**src/rtl/lsu_align_unit.sv**
```systemverilog
// rtl/lsu_align_unit.sv - load/store alignment unit in front of the data memory
//
// Accepts one load/store at a time from the core. Aligned accesses pass straight
// to memory with the memory's native funct3. Misaligned H/W accesses are split
// into two aligned word accesses (read-modify-write for stores, local merge and
// extension for loads). One registered response pulse per request.
//
// Ports:
//   clk, rst            clock, asynchronous active-low reset
//   req_valid/ready     request handshake (ready only in IDLE)
//   req_write           1 = store, 0 = load
//   req_funct3          000 B, 001 H, 010 W, 100 BU, 101 HU
//   req_addr/wdata      byte address, store data (low bytes for B/H)
//   resp_valid          one-cycle response pulse
//   resp_rdata          extended load data, 0 for stores and errors
//   resp_err            illegal funct3 or rejected misaligned access
//   mem_write/addr/funct3/wdata  memory request
//   mem_rdata           combinational memory read data (pre-write contents)

module lsu_align_unit #(
  parameter bit ALLOW_MISALIGNED = 1'b1
) (
  input  logic        clk,
  input  logic        rst,
  input  logic        req_valid,
  output logic        req_ready,
  input  logic        req_write,
  input  logic [2:0]  req_funct3,
  input  logic [31:0] req_addr,
  input  logic [31:0] req_wdata,
  output logic        resp_valid,
  output logic [31:0] resp_rdata,
  output logic        resp_err,
  output logic        mem_write,
  output logic [31:0] mem_addr,
  output logic [2:0]  mem_funct3,
  output logic [31:0] mem_wdata,
  input  logic [31:0] mem_rdata
);

  typedef enum logic [1:0] {IDLE, ACC_LO, ACC_HI, RESP} state_t;

  state_t      state, state_nx;
  logic        wr_q;
  logic [2:0]  f3_q;
  logic [31:0] addr_q, wdata_q, lo_word;

  logic        illegal, misaligned, reject, split;
  logic [4:0]  sh;
  logic [31:0] size_mask, a0, a1, merged, ld_data;
  logic [63:0] lane_mask, lane_data;

  assign illegal    = (f3_q == 3'b011) || (f3_q[2:1] == 2'b11) || (f3_q[2] && wr_q);
  assign misaligned = ((f3_q[1:0] == 2'b01) && addr_q[0]) ||
                      ((f3_q[1:0] == 2'b10) && (addr_q[1:0] != 2'b00));
  assign reject     = illegal || (misaligned && !ALLOW_MISALIGNED);
  assign split      = misaligned && !reject;

  assign sh        = {addr_q[1:0], 3'b000};
  assign a0        = {addr_q[31:2], 2'b00};
  assign a1        = a0 + 32'd4;

  // Store bytes laid across the two-word window starting at a0. Masking to the
  // access size keeps a halfword from clobbering neighbouring bytes.
  assign size_mask = f3_q[1] ? 32'hFFFF_FFFF : 32'h0000_FFFF;
  assign lane_mask = {32'b0, size_mask} << sh;
  assign lane_data = {32'b0, wdata_q & size_mask} << sh;

  // Load window: high word is the current (A1) read, low word was captured at A0.
  assign merged = 32'({mem_rdata, lo_word} >> sh);

  always_comb begin
    ld_data = merged;
    if (!f3_q[1]) begin
      if (f3_q[2]) ld_data = {16'b0, merged[15:0]};
      else         ld_data = {{16{merged[15]}}, merged[15:0]};
    end
  end

  always_comb begin
    state_nx   = state;
    req_ready  = (state == IDLE);
    mem_write  = 1'b0;
    mem_addr   = 32'b0;
    mem_funct3 = 3'b000;
    mem_wdata  = 32'b0;
    case (state)
      IDLE: if (req_valid) state_nx = ACC_LO;
      ACC_LO: begin
        if (reject) begin
          state_nx = RESP;
        end else if (split) begin
          mem_addr   = a0;
          mem_funct3 = 3'b010;
          mem_write  = wr_q;
          mem_wdata  = (mem_rdata & ~lane_mask[31:0]) | lane_data[31:0];
          state_nx   = ACC_HI;
        end else begin
          mem_addr   = addr_q;
          mem_funct3 = f3_q;
          mem_write  = wr_q;
          mem_wdata  = wdata_q;
          state_nx   = RESP;
        end
      end
      ACC_HI: begin
        mem_addr   = a1;
        mem_funct3 = 3'b010;
        mem_write  = wr_q;
        mem_wdata  = (mem_rdata & ~lane_mask[63:32]) | lane_data[63:32];
        state_nx   = RESP;
      end
      RESP: state_nx = IDLE;
      default: state_nx = IDLE;
    endcase
  end

  always_ff @(posedge clk or negedge rst) begin
    if (!rst) begin
      state      <= IDLE;
      wr_q       <= 1'b0;
      f3_q       <= 3'b000;
      addr_q     <= 32'b0;
      wdata_q    <= 32'b0;
      lo_word    <= 32'b0;
      resp_valid <= 1'b0;
      resp_rdata <= 32'b0;
      resp_err   <= 1'b0;
    end else begin
      state      <= state_nx;
      resp_valid <= 1'b0;
      case (state)
        IDLE: if (req_valid) begin
          wr_q    <= req_write;
          f3_q    <= req_funct3;
          addr_q  <= req_addr;
          wdata_q <= req_wdata;
        end
        ACC_LO: begin
          if (reject) begin
            resp_valid <= 1'b1;
            resp_err   <= 1'b1;
            resp_rdata <= 32'b0;
          end else if (split) begin
            if (!wr_q) lo_word <= mem_rdata;
          end else begin
            resp_valid <= 1'b1;
            resp_err   <= 1'b0;
            resp_rdata <= wr_q ? 32'b0 : mem_rdata;
          end
        end
        ACC_HI: begin
          resp_valid <= 1'b1;
          resp_err   <= 1'b0;
          resp_rdata <= wr_q ? 32'b0 : ld_data;
        end
        default: ;
      endcase
    end
  end

endmodule

```
**config.mk**
```make
export PLATFORM = sky130hd
export DESIGN_NAME = lsu_align_unit
export DESIGN_NICKNAME = d
export VERILOG_FILES = /design/src/rtl/lsu_align_unit.sv
export SDC_FILE = /design/constraint.sdc
export NUM_CORES = 1
export LEC_CHECK = 0
export ABC_AREA = 1
export CORE_AREA = 2 2 198 200
export CTS_BUF_LIST = sky130_fd_sc_hd__clkbuf_4 sky130_fd_sc_hd__clkbuf_8
export DETAILED_ROUTE_END_ITERATION = 8
export DIE_AREA = 0 0 200 202
export MAX_ROUTING_LAYER = met4
export SYNTH_ARGS = -nofsm -noshare
export SYNTH_HDL_FRONTEND = slang
export SYNTH_SLANG_ARGS = --single-unit
```
**constraint.sdc**
```tcl
create_clock -name clk -period 2.5 [get_ports clk]
set_input_delay 0.75 -clock clk [delete_from_list [all_inputs] [get_ports clk]]
set_output_delay 0.75 -clock clk [all_outputs]
set_load 0.02 [all_outputs]
```
# Yosys cells after proc, flatten, opt, wreduce, memory -nomap -nowiden
# Index checks and enable logic that the tools add are counted.
classes:
  add_sub_neg: 1
  eq_ne: 9
  shift: 3
  mux: 29
  bitwise: 9
  n_reduce_logical: 14
op_table:
  columns: ["cell", "n"]
  rows:
  - ["$mux 32", 10]
  - ["$pmux 32 s2", 3]
  - ["$shl 32x5->64", 2]
  - ["$and 32x32->32", 3]
  - ["$not 32->32", 2]
  - ["$or 32x32->32", 2]
  - ["$shr 64x5->32", 1]
  - ["$add 32x3->32 const B", 1]
  - ["$eq 2x2->1 const B", 4]
  - ["$pmux 2 s4", 1]
  - ["$mux 1", 7]
  - ["$mux 3", 2]
  - ["$pmux 1 s2", 3]
  - ["$pmux 3 s2", 1]
  - ["$eq 2x1->1 const B", 2]
  - ["$logic_and 1x1->1", 4]
  - ["$mux 2", 2]
  - ["$reduce_and 2->1", 2]
  - ["$reduce_and 4->1", 1]
  - ["$reduce_bool 2->1", 2]
  - ["$eq 3x2->1 const B", 1]
  - ["$logic_or 1x1->1", 3]
  - ["$ne 3x3->1 const B", 1]
  - ["$logic_not 2->1", 1]
  - ["3 further kinds", 4]
totals:
  register_bits: 136
  out_inout_bits: 103
  word_cells: 74

# Logic depth before layout (Yosys ltp)
# Gate-level depths: netlist (run 1).
logic_depth:
  depth_word: 8
  ltp_mapped: 13

# Worst setup path before layout (run 1)
# OpenSTA, ideal clock, no wires.
synth_timing:
  path_type: "register to output"
  start: "reg state[0]"
  end: "out mem_addr[11]"
  arrival_ps: 1781
  required_time_ps: 1750
  setup_slack_ps: -31
  path_stages_with_launch: 7
  path_cell_list: "dfrtp_1 inv_1 ha_1 clkbuf_1 clkbuf_1 a31oi_1 nor3_1"
synth_via:
  elab_chain_cells: 2
synth_rtl:
  columns: ["element", "line", "text"]
  rows:
  - ["start, declared", "43", "state_t state, state_nx;"]
  - ["start signal, assigned", "130", "state <= state_nx;"]
  - ["$eq 2x2->1 / $eq 2x1->1 (equally long branches)", "87", "case (state)"]
  - ["$pmux 32 s2 *", "87", null]
  - ["end, declared", "35", "output logic [31:0] mem_addr,"]
# Every way passes the cells marked *; elsewhere a longest branch is shown, timed or not.

# Worst setup path after layout (run 1)
layout_timing:
  start: "reg f3_q[1]"
  end: "out mem_addr[19]"
layout_via:
  elab_chain_cells: 5
layout_rtl:
  columns: ["element", "line", "text"]
  rows:
  - ["start, declared", "45", "logic [2:0] f3_q;"]
  - ["start signal, assigned", "135", "f3_q <= req_funct3;"]
  - ["$eq 3x2->1 / $eq 2x2->1 (equally long branches)", "53", "assign illegal = (f3_q == 3'b011) || (f3_q[2:1] == 2'b11) || (f3_q[2] && wr_q);"]
  - ["$logic_or 1x1->1 * (2 in series)", "53", null]
  - ["$mux 32 *", "90", "if (reject) begin"]
  - ["$pmux 32 s2 *", "87", null]
# Marks and branches as above.

==> metrics, run 1 <==
signal arrival time at the worst endpoint=2.32 ns; number of iterations in the first detailed-routing pass=5; Routed wire per std cell=19.0 um; cell with the largest stage delay on the worst path=dfrtp_2; total number of nets in the final design=a little over 2000; Reg2Reg Setup Slack=0.16 ns; Port-buffer cells=between 200 and 250; post-route total power=around 23 mW; placed standard-cell area=approximately 14000 sq um; part of the Yosys area used for sequential elements=between 30% and 40%; Max Buffers Root-to-Sink=2; Tcrit/Tclk final=123%; most instantiated flip-flop cell in the synthesis netlist=dfrtp_1; count of H-tree levels built during CTS=4; kind of end point of the critical path=output port; count of cell types in the netlist=41; Post-DRT Antenna Nets=0; portion of synthesized cell area occupied by the leading cell type=between 30 and 40%; synth cell count leaders=nand2_1 (454), nor2_1 (166), o21ai_0 (158); maximum number of pins on one net before global-route repair=65; setup ws final=-0.574 ns; initial core utilization=between 20 and 25%; transition time of the tightest slew-check pin=between 0.4 and 0.5 ns; area of the die=40400 sq um; Synth Instances=around 1500; Overflow after GRT=0; number of DRC violations after detailed-routing iteration 0=~1100; FF-to-FF End=resp_rdata[8]; TritonCTS clock tree=done; minimum clock period after layout=3.07 ns; Detailed Place HPWL=between 30000 and 40000 um; count of hold-fix buffers inserted at cts=0; max layer used=met4; Syn Std Cell Area=approximately 9500 sq um; final number of max-transition violations=0; TritonCTS Buffers=17; worst vdd ir=0.000676 V; Cell Pwr Density=about 1400 nW/um^2; # clock sinks=between 100 and 150; R2R cell count=10; Die Height=around 200 um; number of global-route vias before repair=about 12000; I/O Pins=between 200 and 250; violations in the final reports=negative setup slack; number of vias in the routed layout=between 10000 and 15000; Post-Synthesis Net Count=about 1600; endpoint required time on the critical path=approximately 1.8 ns; min-delay worst type=in2async; Worst slew margin=approximately 67%; setup repair after global routing missed its margin=yes; maxcap violations=0; critical-path cell list=buf_6, nor2_4, inv_2, nand2_4, nand2_4, nor2_4, inv_2, nand2_4, buf_12, buf_6, nand2_4, nor2_4, buf_6; element type at the critical path start=flip-flop; core region area=between 30000 and 40000 sq um; highest net fanout along the worst path=5; num rows=72; cell seen most often among critical-path stages=nand2_4; depth of the critical timing path with buffers and inverters included=13; type of the worst setup path=reg2out; final estimated routing congestion in global placement=0.963; maximum clock frequency=about 0.33 GHz; synth-to-layout area growth=72.5%; number of placed instances with taps included=approximately 2400; setup total negative slack=-33.12 ns; Static Leak=between 7 and 8 nW; share of layout cells above drive strength 1=about a third; CP max stage delay=0.48 ns; buffer cell driving the clock tree root=clkbuf_8; FFs w/ async S/R, synth=100%; overall global routing resource usage=a little under a quarter; #FFs+latches synth=~140; Non-Filler Instances=2451; antenna violations before repair=1; cell area after layout=~16000 sq um; Post-Place Worst Slack=-0.896 ns; floorplan die width=~200 um; Fillers=about 3800; Largest delay share family, worst path=simple AND/OR/NAND/NOR gates; clock-pin slew reported for the worst setup and hold paths after clock tree synthesis=approximately 0.10 ns; Layout Skew=between 0.02 and 0.025 ns; length of routed wiring on met1=roughly 20000 um; startpoint of the worst-slack reg-to-reg timing path=state[0]; total of warnings raised by yosys=0; synth top area cells=dfrtp_1 (36%), nand2_1 (18%), o21ai_0 (8.3%); EDFF count, synth=0; DR vias/cell=4.92; Setup-failing EPs final=slightly below 70; Bufs and invs on worst path=6; Clock Latency Late Sink=~0.5 ns; total DRC errors in the routed layout=0; final wirelength=~47000 um; mean post-synth cell area=roughly 6.5 sq um; most numerous cell in the Yosys netlist=nand2_1; sum of met2 wire segment lengths after detailed routing=about 21000 um; outcome=complete, but fails checks; met3 routed wirelength=roughly 3800 um; global-route wire length before repair=68500 um; Hold Fails Final Rpt=0; cell type with the largest total area after synthesis=dfrtp_1
-- registers in the layout, indices dropped and copies added (netlist names) --
| name | cells |
|---|---|
| lo_word | 32 |
| resp_rdata | 32 |
| resp_valid | 1 |
| addr_q | 32 |
| wdata_q | 32 |
| state | 2 |
| f3_q | 3 |
| resp_err | 1 |
| wr_q | 1 |
-- stage by stage --
| stage | util [%] | hold WS, ns |
|---|---|---|
| after floorplan | - | 0.448 |
| after global placement | 36.7 | 0.463 |
| after detailed placement | 36.7 | 0.467 |
| after CTS | 40.8 | 0.196 |
| after global routing | 42.8 | 0.198 |
| final | 42.8 | 0.193 |
-- final cells by class --
| type | instances | area (sq um) | area share, % |
|---|---|---|---|
| multi-input combinational | 1106 | 6270 | 38.2 |
| timing repair buffer | 532 | 5140 | 31.4 |
| sequential | 136 | 3410 | 20.8 |
| tap | 518 | 648 | 3.95 |
| inverter | 125 | 499 | 3.05 |
| clock buffer | 21 | 283 | 1.73 |
| clock inverter | 11 | 123 | 0.748 |
| timing repair inverter | 1 | 16.3 | 0.0992 |
| antenna | 1 | 2.50 | 0.0153 |
-- routing by layer --
| metal | global-route usage (%) | up-vias |
|---|---|---|
| li1 | - | 5692 |
| met1 | 30.8 | 5783 |
| met2 | 35.4 | 519 |
| met3 | 5.31 | 68 |
| met4 | 7.86 | 0 |
| met5 | - | - |
-- kinds of logic after synthesis --
group | Yosys count | share of synthesized area [%]
AOI/OAI and AO/OA | 340 | 19.4
adders and majority gates | 4 | 0.527
buffers and inverters | 210 | 9.05
DFF | 136 | 35.8
muxes | 36 | 4.27
and+or+nand+nor | 726 | 31.0
-- worst max path at each step --
| stage | from | end | slack (ns) |
|---|---|---|---|
| after floorplan | state[1] | mem_funct3[0] | 0.01 |
| after global placement | mem_rdata[3] | mem_wdata[3] | -0.91 |
| after detailed placement | mem_rdata[3] | mem_wdata[3] | -0.90 |
| after CTS | f3_q[1] | mem_wdata[21] | -0.62 |
| after global routing | f3_q[1] | mem_addr[18] | -0.66 |
| final | f3_q[1] | mem_addr[19] | -0.57 |
-- layout by cell type (no fill, tap or decap), drive strengths merged, types with 5 or more instances in the layout --
cell / netlist / final
clkdlybuf4s50: 0 / 135
nand4: 17 / 17
nand2: 464 / 464
inv: 122 / 123
dfrtp: 136 / 136
o211ai: 30 / 30
a211oi: 5 / 5
a21oi: 111 / 111
buf: 41 / 393
nor2: 169 / 169
mux2: 36 / 36
nor3: 16 / 16
clkinv: 3 / 8
clkbuf: 44 / 22
nand3: 54 / 54
o21ai: 166 / 166
o22ai: 16 / 16
a31oi: 6 / 6
-- where the power goes --
part,internal (mW),switching [mW]
registers,3.23,0.798
clock network,0.972,0.993
logic,7.58,9.41
-- repair_timing --
action,CTS,global route
setup buffers,40,32
pin swaps,57,68
setup endpoints to repair,69,95
resized for setup,604,166
cloned,6,0
-- worst reg2reg max path: stages (launching register included) --
cell,delay (ns)
dfrtp_1,0.41
inv_2,0.09
buf_4,0.13
ha_4,0.22
bufbuf_16,0.31
clkbuf_8,0.33
nand2_1,0.15
nand2_4,0.14
buf_4,0.22
nand4_1,0.18
nand2_1,0.10
(Power assumes the default switching activity.)
==> run 2: changes to the inputs <==
ABC_AREA = unset   (was 1)
CORE_AREA = 2 2 192 194   (was 2 2 198 200)
DIE_AREA = 0 0 194 196   (was 0 0 200 202)
==> metrics, run 2 <==
startpoint of the worst-slack reg-to-reg timing path=addr_q[0]; cell type with the largest total area after synthesis=dfrtp_1; area of the die=38000 sq um (-5.9%); Max Buffers Root-to-Sink=2 (unchanged); count of hold-fix buffers inserted at cts=0 (unchanged); synth top area cells=dfrtp_1 (38%), mux2_2 (15%), mux4_2 (8.1%); final number of max-transition violations=0 (unchanged); part of the Yosys area used for sequential elements=38.2% (+2.4 points); Hold Fails Final Rpt=0 (unchanged); Cell Pwr Density=1510 nW/um^2 (+7.6%); Post-DRT Antenna Nets=0 (unchanged); Worst slew margin=67.7% (+0.98 points); critical-path cell list=buf_6, buf_6, nand4_4, nor3_4, nand3_2, buf_6, buf_6, or4_4, nand3_4, buf_6; number of global-route vias before repair=9301 (-20%); endpoint required time on the critical path=1.75 ns (about the same); cell with the largest stage delay on the worst path=or4_4; EDFF count, synth=0 (unchanged); number of iterations in the first detailed-routing pass=5 (unchanged); type of the worst setup path=reg2out; total DRC errors in the routed layout=0 (unchanged); Routed wire per std cell=21.3 um (+12%); transition time of the tightest slew-check pin=0.482 ns (-0.0162 ns); Layout Skew=0.0176 ns (-0.00523 ns); count of H-tree levels built during CTS=4 (unchanged); violations in the final reports=negative setup slack; Synth Instances=825 (-43%); setup repair after global routing missed its margin=yes; maxcap violations=0 (unchanged); Detailed Place HPWL=26700 um (-23%); most numerous cell in the Yosys netlist=dfrtp_1; setup ws final=-0.750 ns (-0.175 ns); Overflow after GRT=0 (unchanged); Setup-failing EPs final=68 (unchanged); total number of nets in the final design=1406 (-31%); initial core utilization=24.7% (-0.13 points); clock-pin slew reported for the worst setup and hold paths after clock tree synthesis=0.10 ns (about the same); number of DRC violations after detailed-routing iteration 0=556 (-50%); mean post-synth cell area=10.8 sq um (+65%); total of warnings raised by yosys=0 (unchanged); number of vias in the routed layout=9265 (-23%); Tcrit/Tclk final=130% (+7.0 points); CP max stage delay=0.43 ns (-0.05 ns); synth cell count leaders=dfrtp_1 (136), mux2_2 (116), a21oi_1 (52); I/O Pins=206 (unchanged); # clock sinks=136 (unchanged); R2R cell count=13 (+3); placed standard-cell area=13200 sq um (-5.9%); overall global routing resource usage=19.6% (-3.8 points); worst vdd ir=0.000596 V (-12%); floorplan die width=194 um (-3.0%); TritonCTS Buffers=17 (unchanged); multi-input combinational cell area=6280 sq um (+0.30%); highest net fanout along the worst path=3 (-2); Syn Std Cell Area=8910 sq um (-6.2%); most common cell after layout, fill and taps aside=buf_4; TritonCTS clock tree=done; share of layout cells above drive strength 1=58.7% (+24 points); #FFs+latches synth=136 (unchanged); maximum clock frequency=0.308 GHz (-5.4%); buffer cell driving the clock tree root=clkbuf_8; FFs w/ async S/R, synth=100% (unchanged); global-route wire length before repair=56000 um (-18%); most instantiated flip-flop cell in the synthesis netlist=dfrtp_1; final standard cell utilization of the core=44.5% (+1.7 points); Static Leak=6.82 nW (-11%); Post-Place Worst Slack=-0.879 ns (+0.0175 ns); element type at the critical path start=flip-flop; maximum number of pins on one net before global-route repair=47 (-28%); Clock Latency Late Sink=0.48 ns (-0.03 ns); Fillers=3285 (-14%); final wirelength=38000 um (-19%); portion of synthesized cell area occupied by the leading cell type=38.2% (+2.4 points); outcome=complete, but fails checks; kind of end point of the critical path=output port; cell seen most often among critical-path stages=buf_6; signal arrival time at the worst endpoint=2.50 ns (+0.18 ns); antenna violations before repair=2 (+1); storage element area=3410 sq um (unchanged); Largest delay share family, worst path=simple AND/OR/NAND/NOR gates; minimum clock period after layout=3.25 ns (+0.175 ns); cell area after layout=16100 sq um (-1.9%); Port-buffer cells=205 (unchanged); FF-to-FF End=resp_rdata[17]; Reg2Reg Setup Slack=0.02 ns (-0.14 ns); count of cell types in the netlist=69 (+68%); Die Height=196 um (-3.0%); Bufs and invs on worst path=5 (-1); most frequent cells in the layout=buf_4 (219), clkdlybuf4s50_1 (135), buf_6 (133), dfrtp_1 (129), mux2_2 (113); DR vias/cell=5.20 (+5.6%); num rows=70 (-2.8%); synth-to-layout area growth=80.4%; core region area=36100 sq um (-5.8%); Post-Synthesis Net Count=932 (-40%); final estimated routing congestion in global placement=0.892 (-7.4%); min-delay worst type=in2async
## run 2: worst register-to-register path, cell delays in order (launching register included)
cell	delay, ns
dfrtp_2	0.46
buf_6	0.14
nor2_4	0.10
o22a_1	0.18
buf_4	0.12
o32a_1	0.18
buf_12	0.16
buf_8	0.13
buf_6	0.11
buf_6	0.10
mux2i_4	0.07
buf_12	0.14
clkbuf_16	0.16
a221o_1	0.34
## run 2: metrics by stage
stage               setup TNS, ns  instances  power [mW]  hold slack [ns]
global placement           -39.92       1632        17.2            0.477
floorplan                  -0.499        825        11.6            0.454
finish                     -37.62       1782        24.2            0.136
CTS                        -39.10       1750        22.4            0.119
detailed placement         -40.82       1632        17.4            0.473
global route               -43.45       1782        25.5            0.127
## run 2: kinds of logic (layout without fill, tap and decap cells)
| group | count (synthesis) | after routing | share of synthesized area, % |
|---|---|---|---|
| multiplexers | 198 | 198 | 28.5 |
| flip-flops | 136 | 136 | 38.2 |
| buffers and inverters | 99 | 585 | 5.06 |
| adder cells (fa/ha/maj) | 4 | 4 | 0.562 |
| other | 0 | 2 | 0 |
| AND/OR/NAND/NOR | 146 | 147 | 9.02 |
| AO/OA/AOI/OAI | 242 | 242 | 18.6 |
## run 2: how the worst max path moves through the flow
| stage | startpoint | end | slack, ns | cells after the start |
|---|---|---|---|---|
| after CTS | addr_q[2] | mem_addr[26] | -0.81 | 8 |
| after floorplan | addr_q[2] | mem_addr[26] | -0.12 | 6 |
| after global placement | mem_rdata[22] | mem_wdata[22] | -0.93 | 6 |
| final | addr_q[3] | mem_addr[29] | -0.75 | 10 |
| after global routing | addr_q[3] | mem_addr[29] | -0.83 | 10 |
| after detailed placement | mem_rdata[22] | mem_wdata[22] | -0.88 | 6 |
## run 2: layer usage
layer	routed length, um	vias up	track usage, %
met2	17600	338	29.3
met3	2380	59	4.50
met5	0	-	-
met1	17100	4686	26.4
li1	-	4182	-
met4	928	0	6.26
## run 2: where the power goes
| part | switching (mW) | internal [mW] | total (mW) | leakage (nW) |
|---|---|---|---|---|
| Combinational | 8.48 | 9.66 | 18.1 | 4.96 |
| Clock | 1.07 | 0.822 | 1.89 | 0.191 |
| Sequential | 0.952 | 3.26 | 4.21 | 1.67 |
| Total | 10.5 | 13.7 | 24.2 | 6.82 |
## run 2: area by class of cell
cell class,instances,area share (%)
multi-input cells,591,39.1
repair buffers,528,32.9
flip-flops and latches,136,21.2
well taps,468,3.64
clock buffers,17,1.46
clock inverters,15,0.981
inverters,25,0.654
diodes,2,0.0311
## run 2: what timing repair did
item | CTS | global route
cloned | 4 | 5
setup endpoints to repair | 85 | 118
resized for setup | 592 | 118
setup buffers | 84 | 41
pin swaps | 86 | 87
